--- config.mk ---
export PLATFORM = sky130hd
export DESIGN_NAME = weight_pattern_gen
export DESIGN_NICKNAME = d
export VERILOG_FILES = /design/src/rtl/weight_pattern_gen.sv
export SDC_FILE = /design/constraint.sdc
export NUM_CORES = 1
export LEC_CHECK = 0
export BUFFER_PORTS_ARGS = -buffer_cell sky130_fd_sc_hd__buf_2
export CORE_MARGIN = 5
export CORE_UTILIZATION = 55
export DETAILED_ROUTE_END_ITERATION = 10
export PLACE_DENSITY = 0.82
export SETUP_SLACK_MARGIN = 0.02
export SLEW_MARGIN = 15
export SYNTH_ARGS = -nofsm -noshare
export SYNTH_HDL_FRONTEND = slang
export SYNTH_SLANG_ARGS = --single-unit
--- constraint.sdc ---
create_clock -name clk -period 4.92 [get_ports clk]
set_clock_uncertainty 0.2 [all_clocks]
set_input_delay 0.984 -clock clk [delete_from_list [all_inputs] [get_ports clk]]
set_output_delay 0.984 -clock clk [all_outputs]
set_load 0.02 [all_outputs]
--- src/rtl/weight_pattern_gen.sv ---
// weight_pattern_gen: streams every N-bit word of Hamming weight k in ascending order.
// Optional macro WEIGHT_PATTERN_GEN_B2B_EN accepts the next k alongside the last word (no bubble).
module weight_pattern_gen #(
  parameter int N = 7,
  parameter int W = 3
) (
  input  logic         clk,
  input  logic         rst,
  input  logic         k_valid,
  output logic         k_ready,
  input  logic [W-1:0] k,
  output logic         o_valid,
  input  logic         o_ready,
  output logic [N-1:0] o,
  output logic         o_last
);

  function automatic int binom(input int n, input int r);
    int acc;
    acc = 1;
    // Each partial product is itself a binomial, so the division is exact.
    for (int i = 0; i < r; i++) acc = acc * (n - i) / (i + 1);
    return acc;
  endfunction

  localparam int IDXW = $clog2(binom(N, N / 2)) + 1;

  typedef enum logic {
    IDLE,
    RUN
  } state_t;

  function automatic logic [N-1:0] ones(input int n);
    logic [N-1:0] m;
    m = '0;
    for (int i = 0; i < N; i++) m[i] = (i < n);
    return m;
  endfunction

  function automatic int ctz(input logic [N:0] v);
    int pos;
    pos = 0;
    for (int i = N; i >= 0; i--) begin
      if (v[i]) pos = i;
    end
    return pos;
  endfunction

  // Gosper successor evaluated one bit wider than the word so r never overflows.
  function automatic logic [N-1:0] gosper(input logic [N-1:0] w);
    logic [N:0] x, c, r, nxt;
    x   = {1'b0, w};
    c   = x & (~x + 1'b1);
    r   = x + c;
    nxt = (((r ^ x) >> 2) >> ctz(c)) | r;
    return nxt[N-1:0];
  endfunction

  function automatic logic [N-1:0] last_pattern(input int kv);
    return ones(kv) << (N - kv);
  endfunction

  state_t          state_q, state_d;
  logic [W-1:0]    kc_q, kc_d;
  logic [IDXW-1:0] idx_q, idx_d;
  logic [N-1:0]    o_d;
  logic            o_last_d, o_valid_d, k_ready_d;

  logic [W-1:0]    kc_in;
  logic [N-1:0]    first_pat, succ;
  logic            k_hs, o_hs, load;

  assign kc_in     = (k > W'(N)) ? W'(N) : k;
  assign first_pat = ones(int'(kc_in));
  assign succ      = gosper(o);
  assign k_hs      = k_valid && k_ready;
  assign o_hs      = o_valid && o_ready;

  // NOTE: every always_comb output gets a default first so no path can infer a latch.
  always_comb begin
    state_d   = state_q;
    kc_d      = kc_q;
    idx_d     = idx_q;
    o_d       = o;
    o_last_d  = o_last;
    o_valid_d = o_valid;
    k_ready_d = k_ready;
    load      = 1'b0;

    case (state_q)
      IDLE: begin
        k_ready_d = 1'b1;
        o_valid_d = 1'b0;
        if (k_hs) load = 1'b1;
      end
      RUN: begin
        k_ready_d = 1'b0;
        if (o_hs) begin
          idx_d = idx_q + IDXW'(1);
          if (!o_last) begin
            o_d      = succ;
            o_last_d = (succ == last_pattern(int'(kc_q)));
          end
`ifdef WEIGHT_PATTERN_GEN_B2B_EN
          else if (k_hs) begin
            load = 1'b1;
          end
`endif
          else begin
            state_d   = IDLE;
            o_valid_d = 1'b0;
            o_d       = '0;
            o_last_d  = 1'b0;
            k_ready_d = 1'b1;
          end
        end
      end
      default: state_d = IDLE;
    endcase

    if (load) begin
      state_d   = RUN;
      kc_d      = kc_in;
      idx_d     = '0;
      o_d       = first_pat;
      o_last_d  = (kc_in == '0) || (kc_in == W'(N));
      o_valid_d = 1'b1;
      k_ready_d = 1'b0;
    end

`ifdef WEIGHT_PATTERN_GEN_B2B_EN
    // A new request may only land together with the final word.
    if (state_d == RUN) k_ready_d = o_last_d;
`endif
  end

  // NOTE: state registers use non-blocking assignments so every flop samples pre-edge values.
  always_ff @(posedge clk or posedge rst) begin
    if (rst) begin
      state_q <= IDLE;
      kc_q    <= '0;
      idx_q   <= '0;
      o       <= '0;
      o_last  <= 1'b0;
      o_valid <= 1'b0;
      k_ready <= 1'b0;
    end else begin
      state_q <= state_d;
      kc_q    <= kc_d;
      idx_q   <= idx_d;
      o       <= o_d;
      o_last  <= o_last_d;
      o_valid <= o_valid_d;
      k_ready <= k_ready_d;
    end
  end

  int seq_len;
  assign seq_len = binom(N, int'(kc_q));

  a_idx_matches_last: assert property (@(posedge clk) disable iff (rst)
    o_valid |-> (((int'(idx_q) + 1) == seq_len) == o_last));

endmodule

==> results by group, run 1 <==
Run
  • Max_cap viols: 0

Worst setup path
  • WS Path Type: register to register
  • Worst path max stage delay: 0.67 ns
  • Critical R2R Capture: o_last
  • Critical R2R Launch: o[0]
  • Slowest CP cell: nor4_1
  • Worst path required time: 4.92 ns
  • Setup crit end kind: register
  • R2R Setup Slk: 1.94 ns
  • Reg2Reg Depth: 8
  • Crit path arrival time: 2.98 ns
  • Worst-path maximum fanout: 17
  • Crit-path cells: nor4_1 -> and2_1 -> a21oi_1 -> nor2_4 -> a31oi_1 -> or3_1 -> o211a_1 -> o31ai_2
  • CP Launch Type: register

Status
  • Status: completed

STA
  • Final setup viols: 0
  • Setup TNS: 0 ns
  • RSZ-0062 raised after global routing: false
  • Fin crit period: around 3.0 ns
  • Worst Max-Slew Pin Slew: 0.838 ns
  • Worst hold slack: 0.357 ns
  • Rel. slew slack: ~44%
  • Fmax: 0.336 GHz
  • Fin crit share: about three fifths
  • Max Slew Vio Count: 0
  • Final hold vios: 0
  • Setup WS post-layout: just under 2 ns

Global routing
  • Total gr overflow: 0
  • Number of global-route vias before repair: about 1200
  • Initial antenna violation count: 0
  • Tot GR Track Use: 19.2%
  • Largest net degree at the start of global routing: 19
  • First-pass GRT wire length: 5300 um

Clock network
  • Post-CTS sizing: 0
  • Worst-path clk slew: 0.09 ns
  • Post-CTS Setup Repair Bufs: 0
  • Hold_buf cts: 0
  • CTS Root Cell: clkbuf_4
  • Htree depth: 1
  • CTS Buf Count: 3
  • CTS Buffer Depth: 2
  • Clock Sinks: 14
  • CTS tree: done
  • Worst skew pair latency: 0.28 ns

Detailed routing
  • Drt wl/cell: roughly 16 um
  • Total length of routed wires: 3260 um
  • Post-route DRC: 0
  • Antenna-violating nets left: 0
  • Vias: 1355
  • Vias per std cell: approximately 6.5
  • Initial DRT Pass Iterations: 4
  • 1st-iter DRT viols: between 80 and 90

Worst hold path
  • Hold_sp: o_valid
  • Hold Crit Class: register to register
  • WHS Path Cells: 2
  • Hold Crit Endpoint: o_valid

Floorplan
  • Site row count: 17
  • Die width: 58.7 um
  • Die Y: about 59 um
  • I/O pin total: 17
  • Die area: 3450 sq um
  • Core Area: around 2200 sq um
  • Starting Density: 58.5%

Synth
  • Syn Std Cell Area: 1310 sq um
  • Synth Area in Compound Gates: 34.9%
  • Ys flop type: dfrtp_1
  • Synth Area in Simple Gates: 30.1%
  • Xor and xnor area share after synthesis: 0%
  • Syn_nets: 176
  • Number of enable flip-flop cells after synthesis: 0
  • Seq/Total Area, Yosys: between 20% and 30%
  • Largest family of logic cells by synthesized area: compound AO/OA/AOI/OAI gates
  • FFs w/ async S/R, synth: 100%
  • Flops & latches, synth: 14
  • Syn Inst Count: around 170
  • Syn_area_per_cell: roughly 7.7 sq um
  • Post-Synth Adder-Cell Area: 0%
  • Cell variety after synth: 52
  • Synthesis Warnings: 0
  • Mux cell area share after synthesis: around 3.4%

Placement
  • Port bufs: 16
  • Final GP Congestion: 0.916
  • Pre-CTS WS: 1.84 ns
  • DP HPWL: 2370 um

Cells and area
  • Most frequent cells in the layout: nand2_1 (19), nor2_1 (16), buf_2 (16)
  • Area Growth Syn to Fin: 9.00%
  • Commonest non-fill, non-tap cell in the layout: nand2_1
  • Fill cells: 211
  • Share of cells above drive strength 1: 17.8%
  • Diodes inserted: 0
  • Area of the multi-input gates: 892 sq um
  • Final nets: 188
  • Sequential cell area: 350 sq um

Power and ir drop
  • P per Cell Area: approximately 740 nW/um^2
  • Leakage: 0.606 nW
  • Worst VDD drop: 527 uV
==> worst max path at each step <==
stage,slack [ns],startpoint,endpoint
after global placement,1.96,k_valid,o_last
after detailed placement,1.84,k_valid,o_last
final,1.94,o[0],o_last
after global routing,1.80,o[2],o_last
after CTS,1.99,o[0],o_last
after floorplan,2.35,o[2],o_last
==> registers in the layout (all words and copies together), names as in the netlist <==
signal and cells:
o 7, kc_q 3, k_ready 1, o_last 1, o_valid 1, state_q 1
==> cells by family after synthesis <==
group	Yosys count
multiplexers	4
buffers and inverters	16
AO/OA/AOI/OAI	60
flip-flops	14
AND/OR/NAND/NOR	75
==> where the power goes <==
group	internal, mW	switching (mW)	leakage [nW]
registers	0.162	0.136	0.173
logic	0.289	0.388	0.412
clock network	0.0449	0.0364	0.0210
==> final cells by class <==
class | count | area share (%)
Multi-Input combinational cell | 139 | 62.7
Timing Repair Buffer | 17 | 6.15
Tap cell | 28 | 2.46
Clock buffer | 4 | 2.55
Inverter | 6 | 1.58
Sequential cell | 14 | 24.6
==> through the flow <==
stage / total power, mW / instance area [sq um] / instances / util, %
after global routing: 1.14 / 1420 / 208 / 63.8
final: 1.06 / 1420 / 208 / 63.8
after CTS: 1.05 / 1420 / 208 / 63.8
after global placement: 0.941 / 1390 / 204 / 62.1
after detailed placement: 0.960 / 1390 / 204 / 62.1
after floorplan: 0.798 / 1310 / 169 / -
==> worst max-delay path: cells and delay by family, from the launching register on <==
kind,cells,cell delay [ns]
and+or+nand+nor,4,1.51
AOI/OAI and AO/OA,4,0.63
DFF,1,0.57
==> cells in the mapped netlist (all sizes together), types with 4 or more instances <==
cell | number | area (sq um)
a21oi | 10 | 50.1
a31oi | 4 | 31.3
inv | 6 | 22.5
or3 | 4 | 25.0
nor2 | 17 | 71.3
o31ai | 4 | 35.0
nand3 | 6 | 30.0
dfrtp | 14 | 350
and2 | 4 | 25.0
nand2 | 19 | 71.3
clkbuf | 7 | 26.3
nor2b | 4 | 25.0
o21ai | 12 | 60.1
==> metal layers <==
metal | GRT usage, % | vias to the layer above | part of all wire [%]
met5 | 0 | - | 0
met4 | 7.12 | 0 | 0.92
met3 | 0.658 | 4 | 6.8
met2 | 34.5 | 57 | 50
met1 | 24.0 | 641 | 42
li1 | - | 653 | -
(Power assumes the default switching activity.)
==> run 2: changes to the inputs <==
clock period = 3.06 ns   (was 4.92 ns; I/O delays follow)
==> run 2 against run 1 <==
Compared with the run above: maximum frequency rose by 4.5%; final cell count rose by 2.9%; highest routed layer unchanged; sequential share of layout area fell by 0.62 points; power rose by 70%; die area did not move; critical endpoint unchanged; worst hold slack got worse by 0.20 ns; worst setup slack got worse by 1.7 ns; sequential power rose by 46%.
==> results by group, run 2 (same netlist as run 1, synthesis figures left out) <==
Global routing
  • First-pass GRT wire length: 6150 um (+16%)
  • GRT met3 Usage: 1.97% (+1.3 points)
  • Met1 Resource Use GR: 30.4% (+6.3 points)
  • Tot GR Track Use: 22.6% (+3.4 points)
  • Initial antenna violation count: 0 (unchanged)
  • Largest net degree at the start of global routing: 19 (unchanged)
  • M2 GR Usage: 37.4% (+2.8 points)
  • Total gr overflow: 0 (unchanged)
  • Global routing's busiest layer: met2
  • Number of global-route vias before repair: 1324 (+8.3%)

Power and ir drop
  • Combinational power share: 68.1% (+4.0 points)
  • Worst VDD drop: 815 uV (+55%)
  • Sequential share of power: 24.2% (-4.0 points)
  • Int Pwr: 0.846 mW (+71%)
  • Net Switching: 0.950 mW (+69%)
  • Switching Fraction: 52.9% (-0.18 points)
  • Power, Total: 1.80 mW (+70%)
  • Leakage: 0.635 nW (+4.7%)
  • Power share of the clock group: 7.7% (about the same)
  • P per Cell Area: 1220 nW/um^2 (+64%)

Clock network
  • CTS Buf Count: 3 (unchanged)
  • Hold_buf cts: 0 (unchanged)
  • Worst-path clk slew: 0.09 ns (about the same)
  • CTS Root Cell: clkbuf_4
  • Worst skew pair latency: 0.29 ns (about the same)
  • CTS tree: done
  • Clock Sinks: 14 (unchanged)
  • CTS Buffer Depth: 2 (unchanged)
  • Htree depth: 1 (unchanged)

Worst setup path
  • Worst path required time: 3.07 ns (-1.85 ns)
  • Crit-path cells: and2b_4 -> a2111oi_4 -> a31oi_2 -> nor2_4 -> a31oi_1 -> or3_1 -> o211a_1 -> o31ai_2
  • Setup crit end kind: register
  • Crit path arrival time: 2.86 ns (-0.12 ns)
  • Reg2Reg Depth: 8 (unchanged)
  • Worst path max stage delay: 0.55 ns (-0.12 ns)
  • Worst-path maximum fanout: 16 (-1)
  • WS Path Type: register to register
  • CP Launch Type: register
  • Slowest CP cell: dfrtp_1

Detailed routing
  • Post-route DRC: 0 (unchanged)
  • Vias: 1453 (+7.2%)
  • Total length of routed wires: 3650 um (+12%)
  • Drt wl/cell: 17.0 um (+8.8%)
  • Initial DRT Pass Iterations: 5 (+1)
  • 1st-iter DRT viols: 126 (+47%)
  • Vias per std cell: 6.79 (+4.2%)
  • Antenna-violating nets left: 0 (unchanged)

Status
  • Status: completed

Cells and area
  • Top reg by flops: o
  • Diodes inserted: 0 (unchanged)
  • Area of the multi-input gates: 892 sq um (unchanged)
  • Regs by FF count: o (7), kc_q (3)
  • Fill cells: 183 (-13%)
  • Commonest non-fill, non-tap cell in the layout: nand2_1
  • Sequential cell area: 353 sq um (+0.71%)
  • Most frequent cells in the layout: nand2_1 (19), nor2_1 (16), buf_2 (16)
  • Final nets: 194 (+3.2%)
  • Area Growth Syn to Fin: 12.6%
  • Number of flip-flops in the largest register: 7 (unchanged)
  • Util after Layout: 65.9% (+2.1 points)
  • Share of cells above drive strength 1: 21.5% (+3.7 points)

Floorplan
  • Core Area: 2230 sq um (unchanged)
  • Site row count: 17 (unchanged)
  • Die area: 3450 sq um (unchanged)
  • Die Y: 58.7 um (unchanged)
  • I/O pin total: 17 (unchanged)
  • Die width: 58.7 um (unchanged)
  • Starting Density: 58.5% (unchanged)

STA
  • Rel. slew slack: 63.2% (+19 points)
  • Fmax: 0.351 GHz (+4.5%)
  • Setup TNS: 0 ns (unchanged)
  • Max Slew Vio Count: 0 (unchanged)
  • Final setup viols: 0 (unchanged)
  • Fin crit period: 2.85 ns (-0.127 ns)
  • Worst Max-Slew Pin Slew: 0.552 ns (-0.286 ns)
  • Final hold vios: 0 (unchanged)
  • RSZ-0062 raised after global routing: false
  • Fin crit share: 93.1% (+33 points)

Worst hold path
  • Hold Crit Class: input port to async pin

Placement
  • Final GP Congestion: 0.952 (+3.9%)
  • Port bufs: 16 (unchanged)
  • DP HPWL: 2650 um (+12%)

Run
  • Max_cap viols: 0 (unchanged)
==> run 2: final timing paths <==
check,from,to,slack (ns)
worst max-delay path,o[1],o_last,0.21
worst min-delay path,rst,o_valid,0.16
worst max register to register,o[1],o_last,0.21
worst min register to register,o_valid,o_valid,0.36
max in group asynchronous,rst,o[2],2.11
min in group clk,o_valid,o_valid,0.36
==> run 2: area by class of cell <==
class / instances / share of cell area (%)
clock buffers: 4 / 2.47
inverters: 6 / 1.53
multi-input cells: 139 / 60.6
flip-flops and latches: 14 / 24.0
well taps: 28 / 2.38
repair buffers: 23 / 9.01
==> run 2: through the flow <==
stage          cells  hold slack (ns)  area [sq um]  setup slack (ns)
2_1_floorplan    169            0.301          1310             0.494
4_1_cts          214            0.175          1470             0.194
5_1_grt          214            0.196          1470            0.0607
3_5_place_dp     210            0.339          1430             0.245
3_3_place_gp     210            0.325          1430             0.330
6_report         214            0.158          1470             0.210
==> run 2: routing by layer <==
metal / vias up / wire length (um)
met5: - / 0
met4: 0 / 95
met3: 16 / 259
met2: 84 / 1750
met1: 688 / 1540
li1: 665 / -
==> run 2: power groups by stage <==
stage	registers [mW]	clock network [mW]	logic (mW)
2_1_floorplan	0.419	0	0.864
3_3_place_gp	0.420	0	1.15
3_5_place_dp	0.428	0	1.19
4_1_cts	0.425	0.135	1.20
5_1_grt	0.455	0.150	1.32
6_report	0.435	0.138	1.22
==> run 2: timing repair <==
item                                    CTS  global route
gates resized for setup                   0             2
setup buffers                             0             0
endpoints found under the setup margin    0             1
==> run 2: worst max-delay path: cells and delay by family (launching register included) <==
kind / cells / cell delay, ns
AOI/OAI and AO/OA: 5 / 1.12
DFF: 1 / 0.55
and+or+nand+nor: 3 / 0.88
